<file path="src/rtl/not_not_pkg.sv">
// not_not_pkg: shared state, result codes and score limit for round_judge.
// round_limit() is used only when ROUND_JUDGE_SPEEDUP_EN is defined.
package not_not_pkg;

    typedef enum logic [2:0] {
        S_IDLE,
        S_ROUND,
        S_WAIT,
        S_JUDGE,
        S_SHOW,
        S_GAME_OVER
    } state_t;

    typedef enum logic [1:0] {
        RES_NONE    = 2'b00,
        RES_CORRECT = 2'b01,
        RES_WRONG   = 2'b10,
        RES_TIMEOUT = 2'b11
    } result_t;

    localparam logic [6:0] SCORE_MAX = 7'd99;

    // Round shortens by one second per ten points but never below two seconds.
    function automatic logic [3:0] round_limit(input logic [6:0] score, input int secs);
        int v;
        v = secs - int'(score / 7'd10);
        return (v < 2) ? 4'd2 : 4'(v);
    endfunction

endpackage

</file>
<file path="src/rtl/button_edge.sv">
// button_edge: 2-flop synchronizer for an active-low button plus press (1->0) detect.
module button_edge (
    input  logic clock,
    input  logic reset,
    input  logic btn_n,
    output logic press
);

    logic [2:0] sync;

    always_ff @(posedge clock or negedge reset)
        if (!reset) sync <= 3'b111;
        else        sync <= {sync[1:0], btn_n};

    // sync[1] is the synchronized level, sync[2] its previous value.
    assign press = sync[2] & ~sync[1];

endmodule

</file>
<file path="src/rtl/round_judge.sv">
// round_judge: timed answer-check game round controller with score, lives and result display.
// Define ROUND_JUDGE_SPEEDUP_EN to shorten rounds as the score grows.
module round_judge
    import not_not_pkg::*;
#(
    parameter int TICK_CYCLES = 50000000,
    parameter int ROUND_SECS  = 9,
    parameter int SHOW_CYCLES = 100000000,
    parameter int START_LIVES = 3
) (
    input  logic       clock,
    input  logic       reset,
    input  logic       start_n,
    input  logic       submit_n,
    input  logic [3:0] expected,
    input  logic [3:0] answer,
    output logic       next_round,
    output logic [3:0] time_left,
    output logic [6:0] score,
    output logic [1:0] lives,
    output logic [1:0] result,
    output logic       game_over
);

    localparam int PW = (TICK_CYCLES > 1) ? $clog2(TICK_CYCLES) : 1;
    localparam int SW = (SHOW_CYCLES > 1) ? $clog2(SHOW_CYCLES) : 1;
    localparam logic [PW-1:0] TICK_MAX = PW'(TICK_CYCLES - 1);
    localparam logic [SW-1:0] SHOW_MAX = SW'(SHOW_CYCLES - 1);
    localparam logic [1:0] LIVES0 = 2'(START_LIVES);

    state_t state, state_nx;
    logic [PW-1:0] presc, presc_nx;
    logic [SW-1:0] show_cnt, show_nx;
    logic [3:0] time_nx, limit;
    logic [6:0] score_nx;
    logic [1:0] lives_nx, lives_dec, result_nx;
    logic start_ev, submit_ev;

    button_edge u_start (
        .clock (clock),
        .reset (reset),
        .btn_n (start_n),
        .press (start_ev)
    );

    button_edge u_submit (
        .clock (clock),
        .reset (reset),
        .btn_n (submit_n),
        .press (submit_ev)
    );

`ifdef ROUND_JUDGE_SPEEDUP_EN
    assign limit = round_limit(score, ROUND_SECS);
`else
    assign limit = 4'(ROUND_SECS);
`endif

    assign lives_dec  = (lives == 2'd0) ? 2'd0 : lives - 2'd1;
    assign next_round = state == S_ROUND;
    assign game_over  = state == S_GAME_OVER;

    always_comb begin
        state_nx  = state;
        presc_nx  = presc;
        show_nx   = '0;
        time_nx   = time_left;
        score_nx  = score;
        lives_nx  = lives;
        result_nx = result;
        case (state)
            S_IDLE, S_GAME_OVER:
                if (start_ev) begin
                    state_nx = S_ROUND;
                    score_nx = '0;
                    lives_nx = LIVES0;
                end
            S_ROUND: begin
                time_nx   = limit;
                presc_nx  = '0;
                result_nx = RES_NONE;
                state_nx  = S_WAIT;
            end
            // A submit wins over a simultaneous final wrap.
            S_WAIT:
                if (submit_ev) state_nx = S_JUDGE;
                else if (presc == TICK_MAX) begin
                    presc_nx = '0;
                    time_nx  = time_left - 4'd1;
                    if (time_left == 4'd1) begin
                        result_nx = RES_TIMEOUT;
                        lives_nx  = lives_dec;
                        state_nx  = S_SHOW;
                    end
                end else presc_nx = presc + 1'b1;
            S_JUDGE: begin
                if (answer == expected) begin
                    result_nx = RES_CORRECT;
                    score_nx  = (score == SCORE_MAX) ? score : score + 7'd1;
                end else begin
                    result_nx = RES_WRONG;
                    lives_nx  = lives_dec;
                end
                state_nx = S_SHOW;
            end
            S_SHOW:
                if (show_cnt == SHOW_MAX) state_nx = (lives == 2'd0) ? S_GAME_OVER : S_ROUND;
                else show_nx = show_cnt + 1'b1;
            default: state_nx = S_IDLE;
        endcase
    end

    always_ff @(posedge clock or negedge reset)
        if (!reset) begin
            state     <= S_IDLE;
            presc     <= '0;
            show_cnt  <= '0;
            time_left <= '0;
            score     <= '0;
            lives     <= LIVES0;
            result    <= RES_NONE;
        end else begin
            state     <= state_nx;
            presc     <= presc_nx;
            show_cnt  <= show_nx;
            time_left <= time_nx;
            score     <= score_nx;
            lives     <= lives_nx;
            result    <= result_nx;
        end

endmodule

</file>
<file path="config.mk">
export PLATFORM = sky130hd
export DESIGN_NAME = round_judge
export DESIGN_NICKNAME = d
export VERILOG_FILES = /design/src/rtl/not_not_pkg.sv /design/src/rtl/button_edge.sv /design/src/rtl/round_judge.sv
export SDC_FILE = /design/constraint.sdc
export NUM_CORES = 1
export LEC_CHECK = 0
export ABC_AREA = 1
export BUFFER_PORTS_ARGS = -buffer_cell sky130_fd_sc_hd__clkbuf_2
export CORE_UTILIZATION = 61
export DETAILED_ROUTE_END_ITERATION = 10
export PLACE_DENSITY = 0.8
export REMOVE_ABC_BUFFERS = 1
export SLEW_MARGIN = 20
export SYNTH_ARGS = -nofsm -noshare
export SYNTH_HDL_FRONTEND = slang
export SYNTH_SLANG_ARGS = --single-unit
export TNS_END_PERCENT = 50
</file>
<file path="constraint.sdc">
create_clock -name clock -period 1.85 [get_ports clock]
set_input_delay 0.4625 -clock clock [delete_from_list [all_inputs] [get_ports clock]]
set_output_delay 0.4625 -clock clock [all_outputs]
set_load 0.01 [all_outputs]
</file>
# Word level (Yosys, flattened, before mapping)

Cells that the tools add are included.
W data, S select, Z words.

Reductions and logical operators: 13
Equality and inequality tests: 20
Muxes and demuxes: 31
Add/subtract/negate cells: 5
Bitwise logic cells: 4

Operator list:

| operator                | number |
|---|---|
| $mux W27                | 2 |
| $mux W26                | 2 |
| $pmux W26 S2            | 1 |
| $add A27 B1 Y27 const B | 1 |
| $eq A27 B27 Y1 const B  | 1 |
| $add A26 B1 Y26 const B | 1 |
| $eq A26 B26 Y1 const B  | 1 |
| $mux W7                 | 3 |
| $mux W2                 | 10 |
| $mux W3                 | 6 |
| $ne A2 B2 Y1 const B    | 8 |
| $pmux W3 S5             | 1 |
| $pmux W7 S2             | 1 |
| $pmux W2 S3             | 2 |
| $reduce_and A4 Y1       | 3 |
| $mux W4                 | 2 |
| $pmux W4 S2             | 1 |
| $add A7 B1 Y7 const B   | 1 |
| $eq A7 B7 Y1 const B    | 1 |
| $eq A3 B2 Y1 const B    | 2 |
| $eq A3 B3 Y1 const B    | 2 |
| $ne A3 B3 Y1 const B    | 2 |
| $reduce_and A6 Y1       | 1 |
| $reduce_bool A3 Y1      | 2 |
| 13 further kinds        | 16 |

Output and inout bits: 17
Register bits after elaboration: 77
Input port bits: 12
Logic and storage cells: 82

# Logic depth before layout (Yosys ltp)

Word-level depth: 6
Gate-level depth with buffers: 11
Depth with buffers taken out: 11

# Modules after synthesis

From an unflattened synthesis, not the netlist that was laid out.

Cell total of the unflattened synthesis: 674
Area total of the unflattened synthesis: 4710.8 um^2

By module, submodules not included:

| module      | cells an instance | times used | area each (um^2) |
|---|---|---|---|
| round_judge | 664               | 1          | 4533.1 |
| button_edge | 5                 | 2          | 88.8 |

# Worst setup path before layout

OpenSTA, ideal clock, no wires.

Kind: flip-flop to flip-flop
From: reg presc[0]
To: reg time_left[2]
Period minus slack after synthesis: 1574 ps
Path buffers: 1
Path slack: 276 ps
Data required time: 1723 ps
Data arrival time: 1447 ps
Cell stages (with the launch flop): 12
Cell sequence: dfrtp_1 -> ha_1 -> nand3_1 -> inv_1 -> nand2_1 -> nor2_1 -> nand2_1 -> nand2_2 -> nand2_2 -> buf_6 -> nand2_1 -> o21ai_0

Longest elaborated chain between the ends: 3

Ends and longest elaborated chain:

| item                               | line               | source |
|---|---|---|
| start: declaration                 | round_judge.sv:32  | `logic [PW-1:0] presc, presc_nx;` |
| start signal: assignment           | round_judge.sv:124 | `presc <= presc_nx;` |
| $eq A26 B26 Y1                     | round_judge.sv:87  | `else if (presc == TICK_MAX) begin` |
| $ne A2 B2 Y1 (no source line)      | -                  |  |
| $reduce_and A3 Y1 (no source line) | -                  |  |
| end signal: assignment             | round_judge.sv:126 | `time_left <= time_nx;` |
| end: declaration                   | round_judge.sv:18  | `output logic [3:0] time_left,` |

Every way passes these cells.
A chain may end at the register's enable or synchronous reset.

# Worst setup path after layout

From: reg state[2]
To: out next_round

Longest elaborated chain between the ends: 1

Ends and longest elaborated chain:

| item                     | line               | source |
|---|---|---|
| start: declaration       | round_judge.sv:31  | `state_t state, state_nx;` |
| start signal: assignment | round_judge.sv:123 | `state <= state_nx;` |
| $eq A3 B1 Y1             | round_judge.sv:60  | `assign next_round = state == S_ROUND;` |
| end: declaration         | round_judge.sv:17  | `output logic next_round,` |

Every way passes these cells.

==> results.py <==
metrics = {
    "outcome": {
        "status": "complete, no violations",
    },
    "layout": {
        "seq_area_mm2": 0.00194,
        "drive_above_1_share": 0.142,
        "fin_cells": 817,
        "layout_common_cells": "nand2_1, nor2_1, inv_1",
        "nFillCells": 599,
        "layout.nets": 730,
        "antenna_cells": 0,
        "final_common_cell": "nand2_1",
        "synthToLayoutAreaGrowth_pct": 14.3,
        "multi_input_area_mm2": 0.00233,
    },
    "logic_synthesis": {
        "syn_area_per_cell_um2": 6.96,
        "synth.yosys.seq_area_share": 0.421,
        "synth_compound_area_frac": 0.0476,
        "synth_simple_gate_area_share": 0.406,
        "yosys.area_share.adder": 0.0136,
        "synth_top_family_by_area": "simple AND/OR/NAND/NOR gates",
        "synthXorXnorAreaFrac": 0.0324,
        "synth-async-reset-ratio": 1.00,
        "synth_mux_area_frac": 0,
        "synth_area_mm2": 0.00460,
        "ys_types": 35,
        "synth_edf_count": 0,
        "synth_seq_cells": 77,
        "syn_inst": 661,
        "ys.flop_type": "dfrtp_1",
        "yosys_warnings": 0,
    },
    "setup_path": {
        "slowest_delay_ns": 0.46,
        "startpoint_type": "flop",
        "cp_cell_sequence": "inv_2 > nand2_1 > nor2_2 > clkbuf_2",
        "crit_required_ns": 1.39,
        "r2r_cells": 10,
        "path_buf_inv": 2,
        "crit_family": "flip-flops",
        "ff2ff_setup_slack_ns": 0.10,
        "criticalPathCategory": "reg2out",
        "worstPathMaxFanout": 5,
        "crit_slowest_cell": "dfrtp_1",
        "cp.arrival_ns": 1.37,
        "crit_path_end_kind": "output pin",
        "worst-path-stages": 4,
    },
    "timing": {
        "holdWs_ns": 0.174,
        "slew_viol_final": 0,
        "max_freq_mhz": 546,
        "worst_slew_pin_slew_ns": 0.441,
        "setup_viol": 0,
        "final.setup.tns_ns": 0,
        "rsz0062_at_grt": "yes",
        "slew_headroom": 0.704,
        "hold_viol": 0,
        "worst_slack_ns": 0.0202,
        "finClkSkew_ns": 0.00970,
        "period_needed_ns": 1.83,
        "period_share": 0.989,
    },
    "floorplanning": {
        "die_w_um": 88.8,
        "fp.dieH_um": 88.8,
        "dieArea_mm2": 0.00789,
        "initial_core_util": 0.634,
        "ios": 29,
        "fp-row-count": 31,
        "coreArea_mm2": 0.00725,
    },
    "route": {
        "routedWlPerCell_um": 13.3,
        "antenna_left": 0,
        "post-route-drc-count": 0,
        "vias": 4491,
        "drt_iter0_drc": 408,
        "vias_per_cell": 5.50,
        "dr.pass1.iters": 6,
        "wl_um": 10800,
    },
    "clock_network": {
        "tritoncts": "yes",
        "path_clk_slew_ns": 0.08,
        "cts-htree-levels": 3,
        "worst_skew_pair.late_latency_ns": 0.36,
        "clkSinkCount": 77,
        "cts.path.max_buffers": 2,
        "cts_buffers": 9,
        "root_buffer": "clkbuf_8",
    },
    "min_path": {
        "hold_depth": 1,
        "hp-class": "in2reg",
    },
    "global_routing": {
        "grt_max_degree": 36,
        "grt_pass1_vias": 3991,
        "grt_pass1_wl_um": 17800,
        "grt_util_all_layers": 0.294,
        "grt_overflow": 0,
        "antenna_found_initial": 0,
    },
    "power": {
        "p_per_area_mw_per_mm2": 1020,
        "p_total_mw": 5.38,
        "vdd_drop_max_v": 0.000835,
        "leakage_nw": 2.39,
    },
    "placed_design": {
        "io_buffers": 28,
        "numPlacedInstances": 796,
        "place_ws_ns": 0.0845,
        "hpwlAfterDp_um": 8040,
        "gp_congestion": 0.928,
    },
    "run": {
        "max_cap_viol_count": 0,
    },
}
## path summary, 6_finish.rpt
check                                   end             from
min reg2reg                 u_start.sync[1]  u_start.sync[0]
max                              next_round         state[2]
min                        u_submit.sync[0]         submit_n
max in group asynchronous  u_submit.sync[2]            reset
min in group asynchronous       show_cnt[1]            reset
max reg2reg                    time_left[2]         presc[0]
## sequential cells by signal, summed over array words and instances, names as in the netlist
signal         flops
u_submit.sync      3
time_left          4
result             2
lives              2
state              3
u_start.sync       3
presc             26
score              7
show_cnt          27
## synthesized netlist by cell type, drive strengths merged (2+ instances only)
| cell type | number | area share |
|---|---|---|
| a21oi | 8 | 0.0087 |
| buf | 5 | 0.010 |
| dfrtp | 69 | 0.38 |
| dfstp | 8 | 0.046 |
| ha | 5 | 0.014 |
| inv | 84 | 0.069 |
| nand2 | 192 | 0.16 |
| nand3 | 52 | 0.060 |
| nand4 | 19 | 0.026 |
| nor2 | 131 | 0.12 |
| nor3 | 27 | 0.030 |
| nor3b | 3 | 0.0049 |
| o21ai | 30 | 0.033 |
| or2 | 2 | 0.0027 |
| xnor2 | 2 | 0.0038 |
| xor2 | 15 | 0.029 |
## report_power, final
group | total [mW] | internal [mW] | switching (mW)
Clock | 1.54 | 0.896 | 0.643
Sequential | 2.03 | 1.85 | 0.172
Combinational | 1.81 | 0.602 | 1.21
## kinds of logic after synthesis
logic type | count (synthesis)
fa+ha+maj | 5
simple gates | 430
buf+inv | 90
flops | 77
xor+xnor | 17
compound gates | 42
## through the flow
| step | util | instance area, um^2 |
|---|---|---|
| after floorplan | - | 4550 |
| after global placement | 0.680 | 4930 |
| after detailed placement | 0.680 | 4930 |
| after CTS | 0.714 | 5180 |
| after global routing | 0.724 | 5250 |
| final | 0.724 | 5250 |
## metal layers
metal  vias to the layer above  track usage  wire [um]
met4                         0       0.0997        173
met5                         -            0          0
li1                       2196            -          -
met3                        21       0.0681        639
met1                      2105        0.398       4900
met2                       169        0.466       5130
## layout make-up
cell class / count / share of cell area
Timing Repair Buffer: 47 / 0.0579
Tap cell: 99 / 0.0236
Clock buffer: 10 / 0.0243
Clock inverter: 6 / 0.0212
Inverter: 84 / 0.0612
Sequential cell: 77 / 0.369
Multi-Input combinational cell: 494 / 0.443
## what timing repair did
action / 4_1_cts / 5_1_grt
resized for setup: 0 / 14
setup endpoints to repair: 0 / 35
hold buffers: 1 / 0
setup buffers: 0 / 4
hold endpoints to repair: 13 / 0
(Power assumes the default switching activity.)
